==> config.mk <==
export PLATFORM = sky130hd
export DESIGN_NAME = win_cmd_sched
export DESIGN_NICKNAME = d
export VERILOG_FILES = /design/src/rtl/win_cmd_sched.sv
export SDC_FILE = /design/constraint.sdc
export NUM_CORES = 1
export LEC_CHECK = 0
export BUFFER_PORTS_ARGS = -buffer_cell sky130_fd_sc_hd__buf_2
export CORE_ASPECT_RATIO = 1.1
export CORE_MARGIN = 2
export CORE_UTILIZATION = 36
export CTS_CLUSTER_DIAMETER = 60
export DETAILED_ROUTE_END_ITERATION = 8
export PLACE_DENSITY_LB_ADDON = 0.05
export REMOVE_ABC_BUFFERS = 1
export SLEW_MARGIN = 20
export SYNTH_ARGS = -nofsm -noshare
export SYNTH_HDL_FRONTEND = slang
export SYNTH_SLANG_ARGS = --single-unit
==> constraint.sdc <==
create_clock -name clk -period 2.9 [get_ports clk]
set_input_delay 0 -clock clk [delete_from_list [all_inputs] [get_ports clk]]
set_output_delay 0 -clock clk [all_outputs]
set_load 0.05 [all_outputs]
==> src/rtl/win_cmd_sched.sv <==
// Command scheduler for cursor_ctrl: debounces the board buttons, arbitrates them against
// the keyboard decoder and emits each move/zoom command as one pulse followed by a quiet gap.
`ifndef WIN_CMD_DEFS
`define WIN_CMD_DEFS
`define WIN_CTRL_CMD 6:0
`define M_UP    0
`define M_DOWN  1
`define M_LEFT  2
`define M_RIGHT 3
`define Z_IN    4
`define Z_OUT   5
`define M_MODE  6
`endif

module win_cmd_sched #(
  parameter int DEB_CYCLES    = 500_000,
  parameter int PULSE_LEN     = 4,
  parameter int GAP_LEN       = 4,
  parameter int REPEAT_DELAY  = 25_000_000,
  parameter int REPEAT_PERIOD = 5_000_000,
  parameter int CNT_W         = 25
) (
  input  logic                 clk,
  input  logic                 rst,
  input  logic                 mode,
  input  logic [5:0]           btn,
  input  logic                 btn_mode,
  input  logic                 kbd_valid,
  input  logic [2:0]           kbd_code,
  output logic                 kbd_ready,
  output logic [`WIN_CTRL_CMD] win_ctrl_cmd,
  output logic                 busy
);

  localparam logic [CNT_W-1:0] DEB_LAST   = CNT_W'(DEB_CYCLES - 1);
  localparam logic [CNT_W-1:0] PULSE_LAST = CNT_W'(PULSE_LEN - 1);
  localparam logic [CNT_W-1:0] GAP_LAST   = CNT_W'(GAP_LEN - 1);
  localparam logic [CNT_W-1:0] REP_FIRST  = CNT_W'(REPEAT_DELAY);
  localparam logic [CNT_W-1:0] REP_NEXT   = CNT_W'(REPEAT_PERIOD);

  typedef enum logic [1:0] {
    IDLE  = 2'd0,
    PULSE = 2'd1,
    GAP   = 2'd2
  } state_t;

  // ---------------------------------------------------------------------------
  // Debounce: channel 6 is btn_mode, channels 0..5 are the move/zoom buttons.
  // ---------------------------------------------------------------------------
  logic [6:0]       raw;
  logic [6:0]       deb;
  logic [6:0]       deb_flip;
  logic [6:0]       rise;
  logic [CNT_W-1:0] deb_cnt [7];

  assign raw  = {btn_mode, btn};
  assign rise = deb_flip & raw;

  always_comb begin
    deb_flip = '0;
    for (int i = 0; i < 7; i++) begin
      deb_flip[i] = (raw[i] != deb[i]) && (deb_cnt[i] == DEB_LAST);
    end
  end

  always_ff @(posedge clk or negedge rst) begin
    if (!rst) begin
      deb <= '0;
      for (int i = 0; i < 7; i++) deb_cnt[i] <= '0;
    end else begin
      deb <= deb ^ deb_flip;
      for (int i = 0; i < 7; i++) begin
        if ((raw[i] == deb[i]) || deb_flip[i]) deb_cnt[i] <= '0;
        else                                   deb_cnt[i] <= deb_cnt[i] + 1'b1;
      end
    end
  end

  // ---------------------------------------------------------------------------
  // Hold-to-repeat: the counter restarts on any debounced change, so a tick can
  // only belong to the single button that has been held since the last change.
  // ---------------------------------------------------------------------------
  logic [5:0]       mz;
  logic             one_hot;
  logic             rep_ok;
  logic             mz_change;
  logic             tick;
  logic             first_done;
  logic [CNT_W-1:0] hold_cnt;
  logic [CNT_W-1:0] hold_nxt;
  logic [5:0]       tick_vec;

  assign mz        = deb[5:0];
  assign one_hot   = (mz != 6'd0) && ((mz & (mz - 6'd1)) == 6'd0);
  assign rep_ok    = one_hot && (mz[5:4] == 2'b00);
  assign mz_change = |deb_flip[5:0];
  assign hold_nxt  = hold_cnt + 1'b1;
  assign tick      = !mz_change && rep_ok && (hold_nxt == (first_done ? REP_NEXT : REP_FIRST));
  assign tick_vec  = tick ? mz : 6'd0;

  always_ff @(posedge clk or negedge rst) begin
    if (!rst) begin
      hold_cnt   <= '0;
      first_done <= 1'b0;
    end else if (mz_change || !one_hot) begin
      hold_cnt   <= '0;
      first_done <= 1'b0;
    end else if (tick) begin
      hold_cnt   <= '0;
      first_done <= 1'b1;
    end else begin
      hold_cnt   <= hold_nxt;
    end
  end

  // ---------------------------------------------------------------------------
  // Pending button requests; a tick on an already pending bit merges into it.
  // ---------------------------------------------------------------------------
  logic [5:0] pend;
  logic [5:0] pend_clr;
  logic [2:0] btn_idx;
  logic       btn_req;

  assign btn_req = |pend;

  always_comb begin
    btn_idx = 3'd0;
    for (int i = 5; i >= 0; i--) begin
      if (pend[i]) btn_idx = 3'(i);
    end
  end

  always_ff @(posedge clk or negedge rst) begin
    if (!rst) pend <= '0;
    else      pend <= (pend & ~pend_clr) | rise[5:0] | tick_vec;
  end

  // ---------------------------------------------------------------------------
  // Scheduler FSM. kbd_valid/kbd_ready: a keyboard command transfers on a clock
  // edge where both are high; kbd_ready is only offered in IDLE when the keyboard
  // would win arbitration, and a code dropped before that edge is never seen.
  // ---------------------------------------------------------------------------
  state_t           state;
  state_t           state_nxt;
  logic [CNT_W-1:0] phase_cnt;
  logic [CNT_W-1:0] phase_nxt;
  logic             rr;
  logic             rr_nxt;
  logic [2:0]       cmd_idx;
  logic [2:0]       idx_nxt;
  logic             kbd_toggle;
  logic             mode_lvl;

  always_ff @(posedge clk or negedge rst) begin
    if (!rst) begin
      state     <= IDLE;
      phase_cnt <= '0;
      rr        <= 1'b0;
      cmd_idx   <= 3'd0;
      mode_lvl  <= 1'b0;
    end else begin
      state     <= state_nxt;
      phase_cnt <= phase_nxt;
      rr        <= rr_nxt;
      cmd_idx   <= idx_nxt;
      mode_lvl  <= mode_lvl ^ rise[6] ^ kbd_toggle;
    end
  end

  always_comb begin
    state_nxt  = state;
    phase_nxt  = phase_cnt;
    rr_nxt     = rr;
    idx_nxt    = cmd_idx;
    pend_clr   = 6'd0;
    kbd_ready  = 1'b0;
    kbd_toggle = 1'b0;
    case (state)
      IDLE: begin
        kbd_ready = kbd_valid && (!btn_req || rr);
        if (btn_req && kbd_valid) rr_nxt = !rr;
        if (kbd_ready) begin
          if (kbd_code <= 3'd5) begin
            idx_nxt   = kbd_code;
            state_nxt = PULSE;
            phase_nxt = '0;
          end else if (kbd_code == 3'd6) begin
            kbd_toggle = 1'b1;
          end
        end else if (btn_req) begin
          idx_nxt   = btn_idx;
          pend_clr  = 6'b1 << btn_idx;
          state_nxt = PULSE;
          phase_nxt = '0;
        end
      end
      PULSE: begin
        if (phase_cnt == PULSE_LAST) begin
          state_nxt = GAP;
          phase_nxt = '0;
        end else begin
          phase_nxt = phase_cnt + 1'b1;
        end
      end
      GAP: begin
        if (phase_cnt == GAP_LAST) begin
          state_nxt = IDLE;
          phase_nxt = '0;
        end else begin
          phase_nxt = phase_cnt + 1'b1;
        end
      end
      default: begin
        state_nxt = IDLE;
        phase_nxt = '0;
      end
    endcase
  end

  // Run mode forces window moves without disturbing the stored toggle level.
  always_comb begin
    win_ctrl_cmd          = '0;
    win_ctrl_cmd[5:0]     = (state == PULSE) ? (6'b1 << cmd_idx) : 6'd0;
    win_ctrl_cmd[`M_MODE] = mode_lvl | mode;
  end

  assign busy = (state != IDLE);

endmodule
# == Word-level counts from Yosys, hierarchy flattened ==
# Cells that the tools add are included.
# word_totals
wordCells,152
reg_bits,246
# classes
addsub,10
n_mux,42
reduce_logical,40
n_eq_ne,31
order_cmp,1
shifts,2
n_bitwise,10
# op_table
operator,count
25-bit two-way mux,14
"25-bit by 1-bit adder with 25-bit output, second input constant",9
"25-bit by 19-bit equality test with 1-bit output, second input constant",7
25-bit one-hot mux with 2 select lines,1
6-bit two-way mux,5
3-bit two-way mux,9
"25-bit by 2-bit equality test with 1-bit output, second input constant",1
25-bit equality test,1
1-bit logical AND,13
6-bit bitwise AND,2
6-bit OR,2
6-bit OR reduction,2
"1-bit by 3-bit left shift with 6-bit output, first input constant",2
2-bit two-way mux,5
1-bit logical OR,9
7-bit bitwise AND,1
1-bit equality test,7
1-bit two-way mux,7
1-bit != test,7
7-bit XOR,1
6-bit zero test,1
"3-bit != test, second input constant",2
6-bit inverter,1
2-bit one-hot mux with 3 select lines,1
other kinds (17),26

# == Longest topological paths before layout ==
# depth
depth_word,14
mapped_depth,10
mapped_depth_nobuf,8

# == Worst setup path after synthesis ==
# Ideal clock, no wire load.
# synth_path
path_type,flip-flop to flip-flop
startpoint,register hold_cnt[0]
endpoint,register hold_cnt[22]
path_buffers,0
synth_period_minus_slack_ns,2.748
path_stages_with_launch,9
slack_ns,0.152
arrival_ns,2.629
setup_time_ns,0.120
cell_sequence,dfrtp_1 > ha_1 > nand4_4 > or3_1 > a21bo_1 > or4b_4 > nor4_4 > o2111ai_2 > and3_1
# synth_between
elab_chain_len,5
# synth_lines
item,line_no,source
"start, declared",89,logic [CNT_W-1:0] hold_cnt;
"start signal, assigned",112,hold_cnt <= hold_nxt;
25-bit by 1-bit adder with 25-bit output (*),97,assign hold_nxt = hold_cnt + 1'b1;
25-bit equality test,98,assign tick = !mz_change && rep_ok && (hold_nxt == (first_done ? REP_NEXT : REP_FIRST));
1-bit logical AND,98,
25-bit two-way mux (*),108,end else if (tick) begin
25-bit two-way mux (*),105,end else if (mz_change || !one_hot) begin
# Mark *: on every way between the ends. The rest lies on a longest branch, timed or not.
# A chain may end at the register's enable or synchronous reset.

# == Final worst setup path ==
# Ends and elaborated chain as after synthesis.

==> results.md <==
- The multi-input combinational cells in the finished layout cover a total of 0.00628 mm².
- Once layout is done, the placed cells without fillers occupy 0.0147 mm².
- The worst register-to-register path begins at hold_cnt[0].
- 23 I/O pins were placed.
- The final hold violation count is 0.
- At the pin with the least slew margin, the transition time is 0.641 ns.
- The top cell type's share of synthesized area is 48.5%.
- The post-synthesis instance total is 1,374.
- Static timing analysis puts the maximum clock frequency at 367 MHz.
- The routed wire length is 28,500 µm.
- The nature of the critical path startpoint is a flop.
- Setup repair after global routing left no endpoint under its margin.
- Once placement finished, the instance area stood at 0.0134 mm².
- The finished layout holds 1,901 standard cells, fillers aside.
- In this run the mean area of a mapped cell was 9.24 µm².
- The compound-cell area share of the yosys netlist is 6.27%.
- The pre-antenna-repair detailed-routing pass consisted of 4 iterations.
- The area of the core is 0.0350 mm².
- The clock latency on the worst-skew pair is 0.52 ns.
- The capturing point of the worst reg2reg path is hold_cnt[22].
- The cell count of the worst reg-to-reg path is 9.
- The via count of the first global-routing pass is 9,751.
- The reported leakage power is 6.32 nW.
- The cell area that synthesis handed to floorplanning was 0.0127 mm².
- Of the cells placed in the final design, the portion with a size suffix greater than 1 is 8.87%.
- The routability congestion estimate is 0.763.
- The data required time at the worst endpoint is 3.29 ns.
- The clock sink count is 246.
- The synthesized netlist devotes 12.6% of its cell area to XOR and XNOR gates.
- The worst min-delay path category is primary input to async pin.
- Once detail routing completed, the nets flagged for antenna violations numbered 0.
- Headroom to the max-slew limit came out at 57.2%.
- The signal on the critical path passes through ha_1 -> nand4_4 -> buf_4 -> o21ai_0 -> a21bo_1 -> or4b_4 -> nor4_4 -> o2111ai_2 -> and3_1.
- The detailed-placement wirelength estimate is 19,100 µm.
- Leaving out fill and tap cells, the most frequent cells in the layout are 246 x dfrtp_1, 243 x nor2_1, 124 x nand2_1, 109 x xor2_1, 96 x nand3_1.
- The die extent in x is 183 µm.
- The synthesized netlist devotes 28.6% of its cell area to simple gates.
- The floorplan has 72 rows.
- The sort of element at the end of the critical path is a flop.
- The final number of max-transition violations was 0.
- The root buffer cell is clkbuf_16.
- Data on the critical path arrives at its endpoint at 3.12 ns.
- Clock tree synthesis inserted a total of 35 buffers.
- The max-capacitance violation count is 0.
- Clock skew on the completed layout was measured at 0.0276 ns.
- The most common cell after layout, fill and taps aside is dfrtp_1.
- TritonCTS built the clock tree.
- The part of the Yosys area used for sequential elements is 48.5%.
- The die covers 0.0368 mm².
- The detailed router placed 9,637 vias in this run.
- The count of flip-flops with a built-in enable after synthesis is 0.
- In this run the vertical extent of the chip is 201 µm.
- Dividing total power by cell area gives a power density of 605 mW/mm².
- The final critical path time including I/O delays and setup is 2.73 ns.
- The synthesized netlist devotes 1.28% of its cell area to adder and majority cells.
- Across all register-to-register paths, the minimum setup slack is 0.17 ns.
- For this block, the initial DRC count from the detailed router was 415.
- The longest clock path from root to sink contains 3 buffers.
- The post-CTS setup repair buffer count is 0.
- The maximum fanout along the worst path is 9.
- The family with the most delay on the worst path is simple AND/OR/NAND/NOR gates.
- In the routed design, unresolved DRC markers number 0.
- Of the available clock period, the critical path in the final layout requires 94.0%.
- Counting tap cells, the placed design contains a total of 1,825 instances.
- In this run, distinct cell masters in the synthesized netlist total 62.
- The initial standard-cell utilization of the core is 36.3%.
- In the synthesized netlist the async set-or-reset flop fraction comes to 100%.
- Setup violations remaining at the end of the flow were counted as 0.
- After synthesis, the largest family of logic cells by area is simple AND/OR/NAND/NOR gates.
- The number of flip-flops and latches in the synthesized netlist is 246.
- In the global route stage, overall resource usage came out at 16.0%.
- The total area of sequential cells is 0.00616 mm².
- The worst-case IR drop observed on VDD is 0.384 mV.
- Entering global routing, the biggest net connects 82 pins.
- Hold is met by 0.0352 ns.
- The fraction of synthesized area in multiplexers is 0.522%.
- The clock input transition at the sequential cells of the worst setup and hold paths is 0.06 ns.
- The flow ran to the end, and the final reports show no timing, DRC or antenna violations.
- The peak per-stage delay on the critical path is 0.55 ns.
- The worst setup path is of the flop to flop kind.
- The utilization after layout is 42.1%.
- The net count reported at finish is 1,457.
- After detailed routing, the number of vias per cell comes to 5.07.
- Counting the fill cells in the layout gives 3,478.
- In this run the tool buffered the top-level ports with 22 buffer cells.
- In the post-synthesis netlist, the biggest area contributors are dfrtp_1 48%, xor2_1 7.5%, nor2_1 7.2%, xnor2_1 5.1%, nand3_1 3.8%.
- The level count of the clock H-tree is 2.
- The leading area contributor after synthesis is dfrtp_1.
- The slowest stage of the critical path belongs to the cell or4b_4.
- In the synthesized netlist the dominant register cell turns out to be dfrtp_1.
- The count of warnings emitted by yosys is 0.
- The final total power is 8.91 mW.
- The number of buffer and inverter stages on the critical path is 1.
- Dividing the detail-routed wire length by the instance count gives 15.0 µm.
- The synthesis-to-layout area growth is 16.0%.
- The first-pass GRT wire length is 49,000 µm.
- The initial antenna violation count was 3.
- After global routing the overflow that remains totals 0.
final cells by class:
class | count | share of cell area, %
multi-input combinational | 1057 | 42.7
tap | 444 | 3.77
antenna | 3 | 0.0510
sequential | 246 | 41.8
inverter | 27 | 0.688
timing repair buffer | 63 | 3.28
clock inverter | 9 | 0.544
clock buffer | 52 | 7.21
cell families after synthesis:
logic type / count (synthesis)
AOI/OAI and AO/OA: 129
xor gates and xnor gates: 183
adders and majority gates: 13
buffers and inverters: 71
DFF: 246
muxes: 6
and+or+nand+nor: 726
Yosys cell counts (all sizes together) (3+ instances only):
| library cell | instances |
|---|---|
| dfrtp | 246 |
| nor2 | 244 |
| nand2 | 124 |
| xor2 | 109 |
| nand3 | 96 |
| xnor2 | 74 |
| o21ai | 62 |
| nand4 | 52 |
| nor4 | 37 |
| clkbuf | 35 |
| nor3 | 34 |
| and3 | 31 |
| inv | 27 |
| and4 | 23 |
| a21oi | 21 |
| nor4b | 14 |
| and2 | 13 |
| ha | 13 |
| or3 | 12 |
| nor2b | 10 |
| buf | 9 |
| nand2b | 9 |
| or4 | 7 |
| a31oi | 6 |
| nor3b | 6 |
| o31ai | 6 |
| mux2 | 5 |
| or2 | 5 |
| a21o | 3 |
| a22o | 3 |
| nand3b | 3 |
| o22ai | 3 |
| o41ai | 3 |
how the worst max path moves through the flow:
stage                      start           end  cells after the start
global placement     hold_cnt[0]  hold_cnt[22]                      8
detailed placement   hold_cnt[0]  hold_cnt[22]                      8
global route         hold_cnt[5]  hold_cnt[22]                      7
finish               hold_cnt[0]  hold_cnt[22]                      9
CTS                  hold_cnt[0]  hold_cnt[22]                      8
floorplan           deb_cnt[150]  hold_cnt[16]                      7
per-layer routing:
metal	part of all wire, %	global-route usage (%)	vias to the layer above	routed length [µm]
met2	46	25.8	85	13000
li1	-	-	4896	-
met1	49	21.9	4615	14100
met3	2.9	2.94	41	822
met4	2.1	4.66	0	603
met5	0	0	-	0
flip-flops by register name, summed over array words and instances (netlist names), 2 cells and up, named ones only:
name	count
cmd_idx	3
deb_cnt	175
hold_cnt	25
pend	6
phase_cnt	25
state	2
per-stage QoR:
step	setup WS [ns]	TNS (ns)
after floorplan	-0.475	-8.75
after global placement	0.227	0
after detailed placement	0.189	0
after CTS	0.146	0
after global routing	0.00425	0
final	0.174	0
timing repair:
item | in CTS | in global routing
resized for setup | 0 | 3
hold buffers | 12 | 0
hold endpoints to repair | 105 | 0
endpoints found under the setup margin | 0 | 3
power breakdown:
group	internal (mW)	switching, mW	leakage [nW]
clock network	2.62	1.58	0.564
logic	0.336	0.740	2.37
registers	3.53	0.102	3.39
total	6.49	2.42	6.32
Power figures use the tool's default switching activity.
